**src/rtl/fib_sat_counter.sv**
```systemverilog
// Saturating up-counter with synchronous clear; holds at
// all-ones instead of wrapping to zero.
module fib_sat_counter #(
  parameter int CNT_W = 8
) (
  input  logic             clk,
  input  logic             reset,
  input  logic             clr,
  input  logic             inc,
  output logic [CNT_W-1:0] q
);

  logic [CNT_W-1:0] r_q;

  always_ff @(posedge clk or negedge reset) begin
    if (!reset) begin
      r_q <= '0;
    end else if (clr) begin
      r_q <= '0;
    end else if (inc && (r_q != '1)) begin
      r_q <= r_q + 1'b1;
    end
  end

  assign q = r_q;

endmodule

```
**config.mk**
```make
export PLATFORM = sky130hd
export DESIGN_NAME = fib_sat_counter
export DESIGN_NICKNAME = d
export VERILOG_FILES = /design/src/rtl/fib_sat_counter.sv
export SDC_FILE = /design/constraint.sdc
export NUM_CORES = 1
export LEC_CHECK = 0
export BUFFER_PORTS_ARGS = -buffer_cell sky130_fd_sc_hd__buf_2
export CAP_MARGIN = 20
export CORE_MARGIN = 3
export CORE_UTILIZATION = 35
export DETAILED_ROUTE_END_ITERATION = 7
export PLACE_DENSITY = 0.68
export SETUP_SLACK_MARGIN = 0.4
export SLEW_MARGIN = 20
export SYNTH_ARGS = -nofsm -noshare
export SYNTH_HDL_FRONTEND = slang
export SYNTH_SLANG_ARGS = --single-unit
```
**constraint.sdc**
```tcl
create_clock -name clk -period 1.81 [get_ports clk]
set_clock_uncertainty 0.05 [all_clocks]
set_input_delay 0.2715 -clock clk [delete_from_list [all_inputs] [get_ports clk]]
set_output_delay 0.2715 -clock clk [all_outputs]
set_load 0.02 [all_outputs]
```
; Word level (Yosys, flattened, before mapping)
; Cells that the tools add are included.
[classes]
addsub = 1
eq_ne = 1
mux = 2
n_reduce_logical = 2
[ops]
columns = op, n
row1 = 2-to-1 mux 8 bit, 2
row2 = "adder 8 x 1 -> 8 bit, second input constant", 1
row3 = "inequality test 8 bit, second input constant", 1
row4 = nonzero test 2 bit, 1
row5 = logical AND 1 bit, 1
[totals]
reg_bits = 8
in_bits = 4
elab_cells = 7

; Logic depth before layout (Yosys ltp)
; Gate-level depths: netlist (run 1).
[depth]
ltp_word = 4
depth_mapped = 4
ltp_nobuf = 4

; Worst setup path after synthesis (run 1)
; No wires, ideal clock.
[synth_timing]
path_kind = reg2reg
start = register r_q[0], in the netlist q[0]
end = register r_q[0], in the netlist q[0]
t_arrival_ps = 1567
path_slack_ps = 69
path_stages_with_launch = 5
n_path_buf = 0
synth_period_minus_slack_ps = 1741
path_cell_list = dfrtp_1 ha_1 and4_2 a21boi_1 mux2_2
[synth_via]
elab_chain_cells = 3
elab_cells_between_ends = 6
[synth_rtl]
columns = element, line
row1 = from (decl), 13  ; logic [CNT_W-1:0] r_q;
row2 = from (signal assigned), 21  ; r_q <= r_q + 1'b1;
row3 = adder 8 x 1 -> 8 bit / inequality test 8 bit (equally long branches), "21, 20"
row4 = 2-to-1 mux 8 bit / logical AND 1 bit (equally long branches), 20  ; end else if (inc && (r_q != '1)) begin
row5 = 2-to-1 mux 8 bit / nonzero test 2 bit (equally long branches), -
; Several ways; a longest one is shown, not always the timed one. The select of a mux whose other input is x is not followed.
; A chain may end at the register's enable or synchronous reset.

; Worst setup path after layout (run 1)
; Ends and elaborated chain as after synthesis.

==> impl_metrics.csv, run 1 <==
group,metric,value,unit
global_routing,busiest_layer,"met2",
sta,fin_crit_sh,0.793,
min_path,hold_class,"in -> reg",
synth,syn_area,464,sq um
sta,setup_viol,0,
critical_path,critical_path_class,"reg -> reg",
critical_path,crit_fanout,4,
clocking,clkSinkCount,8,
drt,vias_per_cell,5.65,
clocking,h-tree-depth,1,
sta,relSlewSlack,0.837,
placement,post-dp-hpwl,730,um
sta,clock.fmax,696,MHz
power,powerDensity,572,nW/um^2
global_routing,grt_usage,0.133,
finish,antenna_cells,0,
drt,first_pass_iters,4,
synth,synth_top_area_frac,0.431,
global_routing,grt_pass1_wl,1.77,mm
synth,yosysWarnings,0,
drt,wl,1.17,mm
power,p_leak,0.291,nW
critical_path,slowest_delay,0.42,ns
drt,route.detailed.drc,0,
synth,syn_avg_cell_area,9.47,sq um
clocking,clk_latency,0.25,ns
critical_path,cpMaxStageDelayCell,"dfrtp_2",
synth,synthTopCellsByCount,"8 x dfrtp_1, 4 x nor3_1, 3 x a21oi_1, 3 x nand2b_1, 3 x nor2b_1",
placement,place_congestion,0.740,
floorplan,die_w,42.4,um
floorplan,fp-row-count,12,
placement,port_buffers,11,
sta,grt_setup_unrepaired,"true",
sta,layout_min_cycle_time,1.44,ns
finish,nets,75,
outcome,outcome,"completed",
global_routing,grt_pass1_vias,422,
global_routing,globalRouteMet3Util,0.0429,
floorplan,die_h,42.4,um
placement,place_inst,72,
synth,synth_top_family_by_area,"simple AND/OR/NAND/NOR gates",
synth,synth_fa_ha_area_frac,0.0270,
synth,syn_inst,49,
min_path,hold_path_depth,2,
critical_path,r2r_slack,0.37,ns
synth,synthMuxAreaShare,0.0701,
synth,ys_ff_latch,8,
synth,synth_compound_gate_area_share,0.127,
drt,antenna_left,0,
synth,yosysMostFrequentCell,"dfrtp_1",
critical_path,cp.required,1.90,ns
sta,hold_viol,0,
global_routing,grt.overflow.total,0,
critical_path,endpoint_kind,"flip-flop",
finish,largest_reg_flops,8,
sta,finalMaxSlewViolations,0,
synth,synth_cell_types,28,
synth,synth_nets,54,
finish,final_cells,82,
clocking,path_clk_slew,0.05,ns
floorplan,core-area,1170,sq um
power,peakVddDrop,0.325,mV
critical_path,critPathLaunchType,"flip-flop",
synth,synth_seq_area_share,0.431,
global_routing,use_met1,0.157,
global_routing,grt_max_degree,12,
clocking,cts_tree,"built",
global_routing,met2_usage,0.210,
drt,vias,463,
critical_path,crit_chain,"ha_4 > and4_4 > a21boi_4 > mux2_4",
sta,worst_pin_slew,0.242,ns
floorplan,io_pins,12,
floorplan,initial_core_util,0.396,
finish,layout-drive-gt1-share,0.500,
synth,synth-edff-count,0,
critical_path,worstPathArrival,1.52,ns
synth,synth-simple-area-share,0.310,
critical_path,worst-r2r-cell-count,4,
floorplan,die_area,1800,sq um
synth,yosys.area_share.xor_xnor,0,
synth,ys_async_sr_fraction,1.00,
clocking,cts_root_buffer,"clkbuf_4",
synth,synthTopCellsByArea,"dfrtp_1 43%, mux2_2 4.9%, nor3_1 4.3%, nand2b_1 4.0%, nor2b_1 4.0%",
drt,drt_iter0_drc,13,
sta,setup_tns,0,ns
finish,syn2layout_area_growth,43.9,%
run,cap_viol_max_count,0,
synth,ys.flop_type,"dfrtp_1",
clocking,clk_path_buf_depth,2,
global_routing,grt_antenna_before_repair,0,
synth,yosysTopAreaCell,"dfrtp_1",
drt,wire_per_inst,14.3,um
clocking,cts_made_buffers,3,
[worst max-delay path, delay by kind of cell, from the launching register on]
| kind | cells | cell delay, ns |
|---|---|---|
| AO/OA/AOI/OAI | 1 | 0.17 |
| adder cells (fa/ha/maj) | 1 | 0.17 |
| flip-flops | 1 | 0.42 |
| multiplexers | 1 | 0.31 |
| AND/OR/NAND/NOR | 1 | 0.20 |
[stage by stage]
step	total power, mW	util	setup slack [ns]	area (sq um)	hold WS, ns
after CTS	0.386	0.535	0.390	627	0.275
after floorplan	0.221	-	0.299	488	-0.0741
after global routing	0.404	0.571	0.344	668	0.294
final	0.382	0.571	0.374	668	0.282
after global placement	0.236	0.471	0.325	552	0.0790
after detailed placement	0.236	0.471	0.300	552	0.0767
[area by class of cell]
cell class / count / area, sq um
Tap cell: 14 / 17.5
Timing Repair Buffer: 18 / 110
Fill cell: 109 / 503
Sequential cell: 8 / 205
Multi-Input combinational cell: 37 / 305
Inverter: 2 / 7.51
Clock buffer: 3 / 22.5
[report_power, final]
| group | leakage, nW | total [mW] | internal (mW) | switching [mW] |
|---|---|---|---|---|
| Sequential | 0.104 | 0.189 | 0.184 | 0.00495 |
| Combinational | 0.173 | 0.0576 | 0.0273 | 0.0303 |
| Clock | 0.0138 | 0.136 | 0.0758 | 0.0599 |
| Total | 0.291 | 0.382 | 0.287 | 0.0952 |
[cell usage in the layout (no fill, tap or decap), drive strengths merged, types with 2 or more instances in the layout]
| master | count |
|---|---|
| a21oi | 3 |
| and4 | 2 |
| buf | 17 |
| clkbuf | 3 |
| dfrtp | 8 |
| inv | 2 |
| mux2 | 2 |
| nand2 | 2 |
| nand2b | 3 |
| nand3 | 3 |
| nor2 | 2 |
| nor2b | 3 |
| nor3 | 4 |
[routing by layer]
layer	wire, um	part of all wire
met3	76	0.065
met5	0	0
met1	494	0.42
met2	583	0.50
met4	14	0.012
[cells by family after synthesis]
kind of cell / Yosys count
flops: 8
mux: 3
simple gates: 24
compound gates: 9
fa+ha+maj: 1
buf+inv: 4
[path summary, 6_finish.rpt]
path                       start    to
min                          clr  q[7]
min reg2reg                 q[7]  q[7]
max reg2reg                 q[0]  q[0]
max                         q[0]  q[0]
min in group asynchronous  reset  q[4]
max in group asynchronous  reset  q[1]
[what timing repair did]
| item | CTS | global route |
|---|---|---|
| pin swaps | 2 | 2 |
| buffers inserted | 4 | 2 |
| setup endpoints to repair | 2 | 5 |
| resized for setup | 3 | 6 |
| hold buffers | 1 | 0 |
| cloned | 0 | 0 |
| endpoints found under the hold margin | 8 | 0 |
No activity file was read; power rests on OpenSTA's default activity.
==> run 2, diff against run 1 <==
ABC_AREA = 1   (was not set)
PLACE_DENSITY = 0.67   (was 0.68)
clock period = 1.5 ns   (was 1.81 ns; I/O delays follow)
==> impl_metrics.csv, run 2 <==
group,metric,value,unit
outcome,outcome,"completed",
min_path,hold_class,"in -> reg",
clocking,h-tree-depth,1,
finish,layout_common_cells,"20 x nand2_1, 11 x buf_6, 9 x inv_1",
synth,synthTopCellsByArea,"dfrtp_1 39%, nand2_1 18%, nand3_1 8.8%, inv_1 7.3%, a21oi_1 3.9%",
finish,syn2layout_area_growth,60.9,%
drt,wl,1.58,mm
finish,nets,106,
power,p_total,532,uW
clocking,clkSinkCount,8,
placement,dpl_worst_slack,0.191,ns
synth,synth-edff-count,0,
placement,place_congestion,0.820,
synth,ys_ff_latch,8,
finish,layout-drive-gt1-share,0.490,
drt,drt_iter0_drc,21,
placement,post-dp-hpwl,897,um
sta,layout_min_cycle_time,1.36,ns
synth,synth_nets,79,
critical_path,crit_fanout,3,
finish,regArea,208,sq um
drt,antenna_left,0,
global_routing,grt.overflow.total,0,
synth,yosysTopAreaCell,"dfrtp_1",
finish,multi_input_area,325,sq um
floorplan,fp-row-count,13,
drt,wire_per_inst,13.7,um
clocking,cts_tree,"built",
clocking,cts_root_buffer,"clkbuf_4",
synth,syn_avg_cell_area,6.92,sq um
clocking,clk_path_buf_depth,2,
critical_path,critical_path_class,"reg -> reg",
critical_path,r2r_slack,0.14,ns
sta,relSlewSlack,0.844,
sta,finalMaxSlewViolations,0,
drt,first_pass_iters,4,
clocking,cts_made_buffers,3,
floorplan,die_h,44.2,um
synth,syn_inst,74,
synth,ys_async_sr_fraction,1.00,
synth,synth_cell_types,15,
floorplan,core-area,1330,sq um
synth,ys.flop_type,"dfrtp_1",
critical_path,cp.required,1.63,ns
sta,clock.fmax,735,MHz
floorplan,initial_core_util,0.384,
global_routing,grt_usage,0.166,
sta,worst_pin_slew,0.232,ns
synth,yosysMostFrequentCell,"nand2_1",
global_routing,grt_pass1_vias,536,
finish,antenna_cells,0,
critical_path,worst-path-buf-inv,2,
sta,setup_tns,0,ns
critical_path,worstPathArrival,1.49,ns
sta,fin_crit_sh,0.908,
critical_path,cpMaxStageDelayCell,"dfrtp_2",
floorplan,die_w,44.2,um
drt,vias_per_cell,5.11,
sta,grt_setup_unrepaired,"true",
clocking,clk_latency,0.25,ns
global_routing,grt_antenna_before_repair,0,
synth,synth_top_area_frac,0.391,
placement,port_buffers,11,
power,p_leak,0.404,nW
sta,finalWorstSetupSlack,0.139,ns
synth,yosysWarnings,0,
synth,synthTopCellsByCount,"25 x nand2_1, 10 x inv_1, 9 x nand3_1, 8 x dfrtp_1, 5 x nor2_1",
finish,largest_reg_flops,8,
drt,vias,588,
synth,synth_seq_area_share,0.391,
global_routing,grt_max_degree,9,
critical_path,critPathTopFamily,"flip-flops",
critical_path,endpoint_kind,"flip-flop",
power,powerDensity,646,nW/um^2
critical_path,critPathLaunchType,"flip-flop",
power,peakVddDrop,0.414,mV
run,cap_viol_max_count,0,
finish,layout_commonest_cell,"nand2_1",
floorplan,io_pins,12,
sta,hold_viol,0,
floorplan,die_area,1960,sq um
synth,syn_area,512,sq um
finish,fillers,102,
drt,route.detailed.drc,0,
global_routing,grt_pass1_wl,2.31,mm
sta,setup_viol,0,
clocking,path_clk_slew,0.06,ns
critical_path,crit_chain,"ha_4 > nand2_4 > buf_4 > inv_1 > a21oi_2 > nand3_1 > nand2_2",
critical_path,slowest_delay,0.43,ns
-- run 2: changes by cell type in the layout (fill, tap and decap cells not counted), moves of 3 or more --
cell      delta
nand2_1     +18
buf_6       +11
buf_2        -7
inv_1        +7
nand3_1      +7
nand2_2      +6
nand2b_1     -3
nor2_2       +3
nor2b_1      -3
-- run 2: logic make-up after synthesis --
family / share of synthesized area
adders and majority gates: 0.0244
AOI/OAI and AO/OA: 0.0953
DFF: 0.391
and+or+nand+nor: 0.399
buffers and inverters: 0.0905
-- run 2: final timing paths --
| path | startpoint | endpoint | cells after the start |
|---|---|---|---|
| worst max-delay path | q[0] | q[6] | 7 |
| worst max register to register | q[0] | q[6] | 7 |
| worst min-delay path | inc | q[5] | 3 |
| max in group asynchronous | reset | q[6] | 2 |
| worst min register to register | q[3] | q[3] | 2 |
| min in group asynchronous | reset | q[2] | 2 |
-- run 2: stage by stage --
stage	cell area [sq um]	hold slack, ns	utilization	std cells
floorplan	536	-0.121	-	74
CTS	711	0.240	0.533	109
global route	823	0.274	0.617	115
detailed placement	609	0.0249	0.457	100
finish	823	0.262	0.617	115
global placement	609	0.0259	0.457	100
-- run 2: cell type report --
type | instances | area share
Tap cell | 15 | 0.0228
Sequential cell | 8 | 0.252
Inverter | 11 | 0.0562
Multi-Input combinational cell | 55 | 0.395
Clock buffer | 4 | 0.0319
Timing Repair Buffer | 22 | 0.242
-- run 2: per-layer routing --
| metal | up-vias | global-route usage | part of all wire |
|---|---|---|---|
| met5 | - | 0 | 0 |
| met2 | 19 | 0.256 | 0.51 |
| met4 | 0 | 0.133 | 0.028 |
| met3 | 6 | 0.0163 | 0.045 |
| li1 | 289 | - | - |
| met1 | 274 | 0.210 | 0.41 |
-- run 2: what timing repair did --
item / in CTS / in global routing
gates resized for setup: 12 / 22
hold buffers: 1 / 0
setup buffers: 4 / 6
endpoints found under the hold margin: 8 / 0
pin swaps: 1 / 5
setup endpoints to repair: 15 / 16
-- run 2: worst min-delay path, cell delays in order --
cell     delay (ns)
buf_2          0.12
nor3_1         0.06
a21oi_2        0.10
-- run 2: where the power goes --
group / switching (mW) / internal, mW
logic: 0.0629 / 0.0567
clock network: 0.0712 / 0.102
registers: 0.0127 / 0.227
total: 0.147 / 0.385
==> run 3, diff against run 2 <==
ABC_AREA = not set   (was 1)
PLACE_DENSITY = 0.68   (was 0.67)
==> impl_metrics.csv, run 3 (synthesized netlist as in run 1, its figures left out) <==
group,metric,value,unit
drt,route.detailed.drc,0,
clocking,clkSinkCount,8,
finish,postLayoutCoreUtil,0.667,
sta,finalMaxSlewViolations,0,
critical_path,critPathTopFamily,"flip-flops",
finish,layout_commonest_cell,"buf_4",
floorplan,die_area,1800,sq um
finish,final_cells,88,
critical_path,worstPathArrival,1.49,ns
finish,antenna_cells,0,
min_path,hold_class,"in -> reg",
sta,worst_pin_slew,0.273,ns
drt,antenna_left,0,
placement,post-dp-hpwl,734,um
critical_path,crit_chain,"ha_4 > and4_4 > a21boi_4 > mux2_4",
global_routing,grt_max_degree,12,
placement,place_inst,77,
outcome,outcome,"completed",
sta,setup_viol,0,
floorplan,die_h,42.4,um
drt,wire_per_inst,15.9,um
clocking,cts_root_buffer,"clkbuf_4",
floorplan,core-area,1170,sq um
finish,nets,80,
clocking,clk_latency,0.26,ns
drt,drt_iter0_drc,6,
critical_path,endpoint_kind,"flip-flop",
critical_path,cp.required,1.59,ns
clocking,cts_made_buffers,3,
global_routing,grt_pass1_wl,2.26,mm
min_path,hold_path_depth,2,
sta,clock.fmax,715,MHz
critical_path,timing.rr.end,"q[0]",
critical_path,cpMaxStageDelayCell,"dfrtp_2",
floorplan,initial_core_util,0.396,
clocking,cts_tree,"built",
global_routing,grt_antenna_before_repair,0,
floorplan,io_pins,12,
drt,wl,1.40,mm
min_path,whs_endpoint,"q[7]",
drt,vias_per_cell,5.44,
power,powerDensity,620,nW/um^2
floorplan,fp-row-count,12,
clocking,clk_path_buf_depth,2,
clocking,h-tree-depth,1,
critical_path,slowest_delay,0.42,ns
critical_path,worst-path-stages,4,
floorplan,die_w,42.4,um
sta,layout_min_cycle_time,1.40,ns
drt,first_pass_iters,4,
global_routing,grt_pass1_vias,511,
placement,port_buffers,11,
clocking,path_clk_slew,0.06,ns
critical_path,r2r_start,"q[1]",
run,cap_viol_max_count,0,
global_routing,grt.overflow.total,0,
critical_path,critPathLaunchType,"flip-flop",
critical_path,worst-r2r-cell-count,4,
global_routing,grt_usage,0.173,
finish,largest_reg_flops,8,
placement,place_congestion,0.791,
min_path,hold_path.startpoint,"clr",
sta,grt_setup_unrepaired,"true",
finish,layout-drive-gt1-share,0.608,
sta,relSlewSlack,0.818,
sta,hold_viol,0,
drt,vias,479,
sta,fin_crit_sh,0.933,
critical_path,r2r_slack,0.10,ns
power,peakVddDrop,0.501,mV
critical_path,critical_path_class,"reg -> reg",
critical_path,worst-path-buf-inv,0,
critical_path,crit_fanout,3,
finish,layout_common_cells,"11 x buf_4, 8 x buf_6, 6 x dfrtp_2",
finish,syn2layout_area_growth,68.2,%
power,p_leak,0.323,nW
-- run 3: cell types whose count changed in the layout (fill, tap and decap cells not counted), sizes merged, moves of 2 or more --
cell,previous run,this run
nand2,28,2
inv,10,2
nand3,9,3
nor2,7,2
nand2b,0,3
nor2b,0,3
a21oi,5,3
and4,0,2
mux2,0,2
nor3,2,4
o21bai,2,0
-- run 3: report_power, final --
group | leakage, nW | internal, mW | switching [mW]
logic | 0.207 | 0.0347 | 0.0378
clock network | 0.0150 | 0.102 | 0.0816
registers | 0.101 | 0.222 | 0.00575
total | 0.323 | 0.359 | 0.125
-- run 3: cell type report --
type                       count  area [sq um]
multi-input combinational     37           324
inverter                       2          7.51
timing repair buffer          23           198
tap                           14          17.5
fill                          93           390
clock buffer                   4          26.3
sequential                     8           208
-- run 3: how the worst max path moves through the flow --
stage | startpoint | to | slack (ns)
final | q[1] | q[0] | 0.10
after global routing | q[1] | q[0] | 0.06
after CTS | q[1] | q[3] | 0.09
after detailed placement | q[1] | q[0] | 0.05
after global placement | q[0] | q[3] | 0.06
after floorplan | q[1] | q[0] | -0.01
-- run 3: timing repair --
| action | CTS | global route |
|---|---|---|
| setup buffers | 5 | 1 |
| pin swaps | 2 | 1 |
| endpoints found under the setup margin | 16 | 16 |
| endpoints found under the hold margin | 8 | 0 |
| hold buffers | 1 | 0 |
| gates resized for setup | 22 | 6 |
| cloned | 0 | 0 |
-- run 3: through the flow --
step / cell area (sq um) / setup slack [ns] / TNS [ns] / total power, mW / hold WS [ns]
global placement: 594 / 0.0633 / 0 / 0.292 / 0.0289
floorplan: 493 / -0.0114 / -0.0114 / 0.267 / -0.121
finish: 781 / 0.101 / 0 / 0.484 / 0.214
detailed placement: 594 / 0.0502 / 0 / 0.292 / 0.0322
global route: 781 / 0.0621 / 0 / 0.511 / 0.223
CTS: 754 / 0.0944 / 0 / 0.486 / 0.210
-- run 3: routing by layer --
| layer | part of all wire | GRT usage |
|---|---|---|
| met1 | 0.37 | 0.166 |
| met4 | 0.019 | 0.0559 |
| met2 | 0.56 | 0.319 |
| met5 | 0 | 0 |
| met3 | 0.049 | 0.0815 |
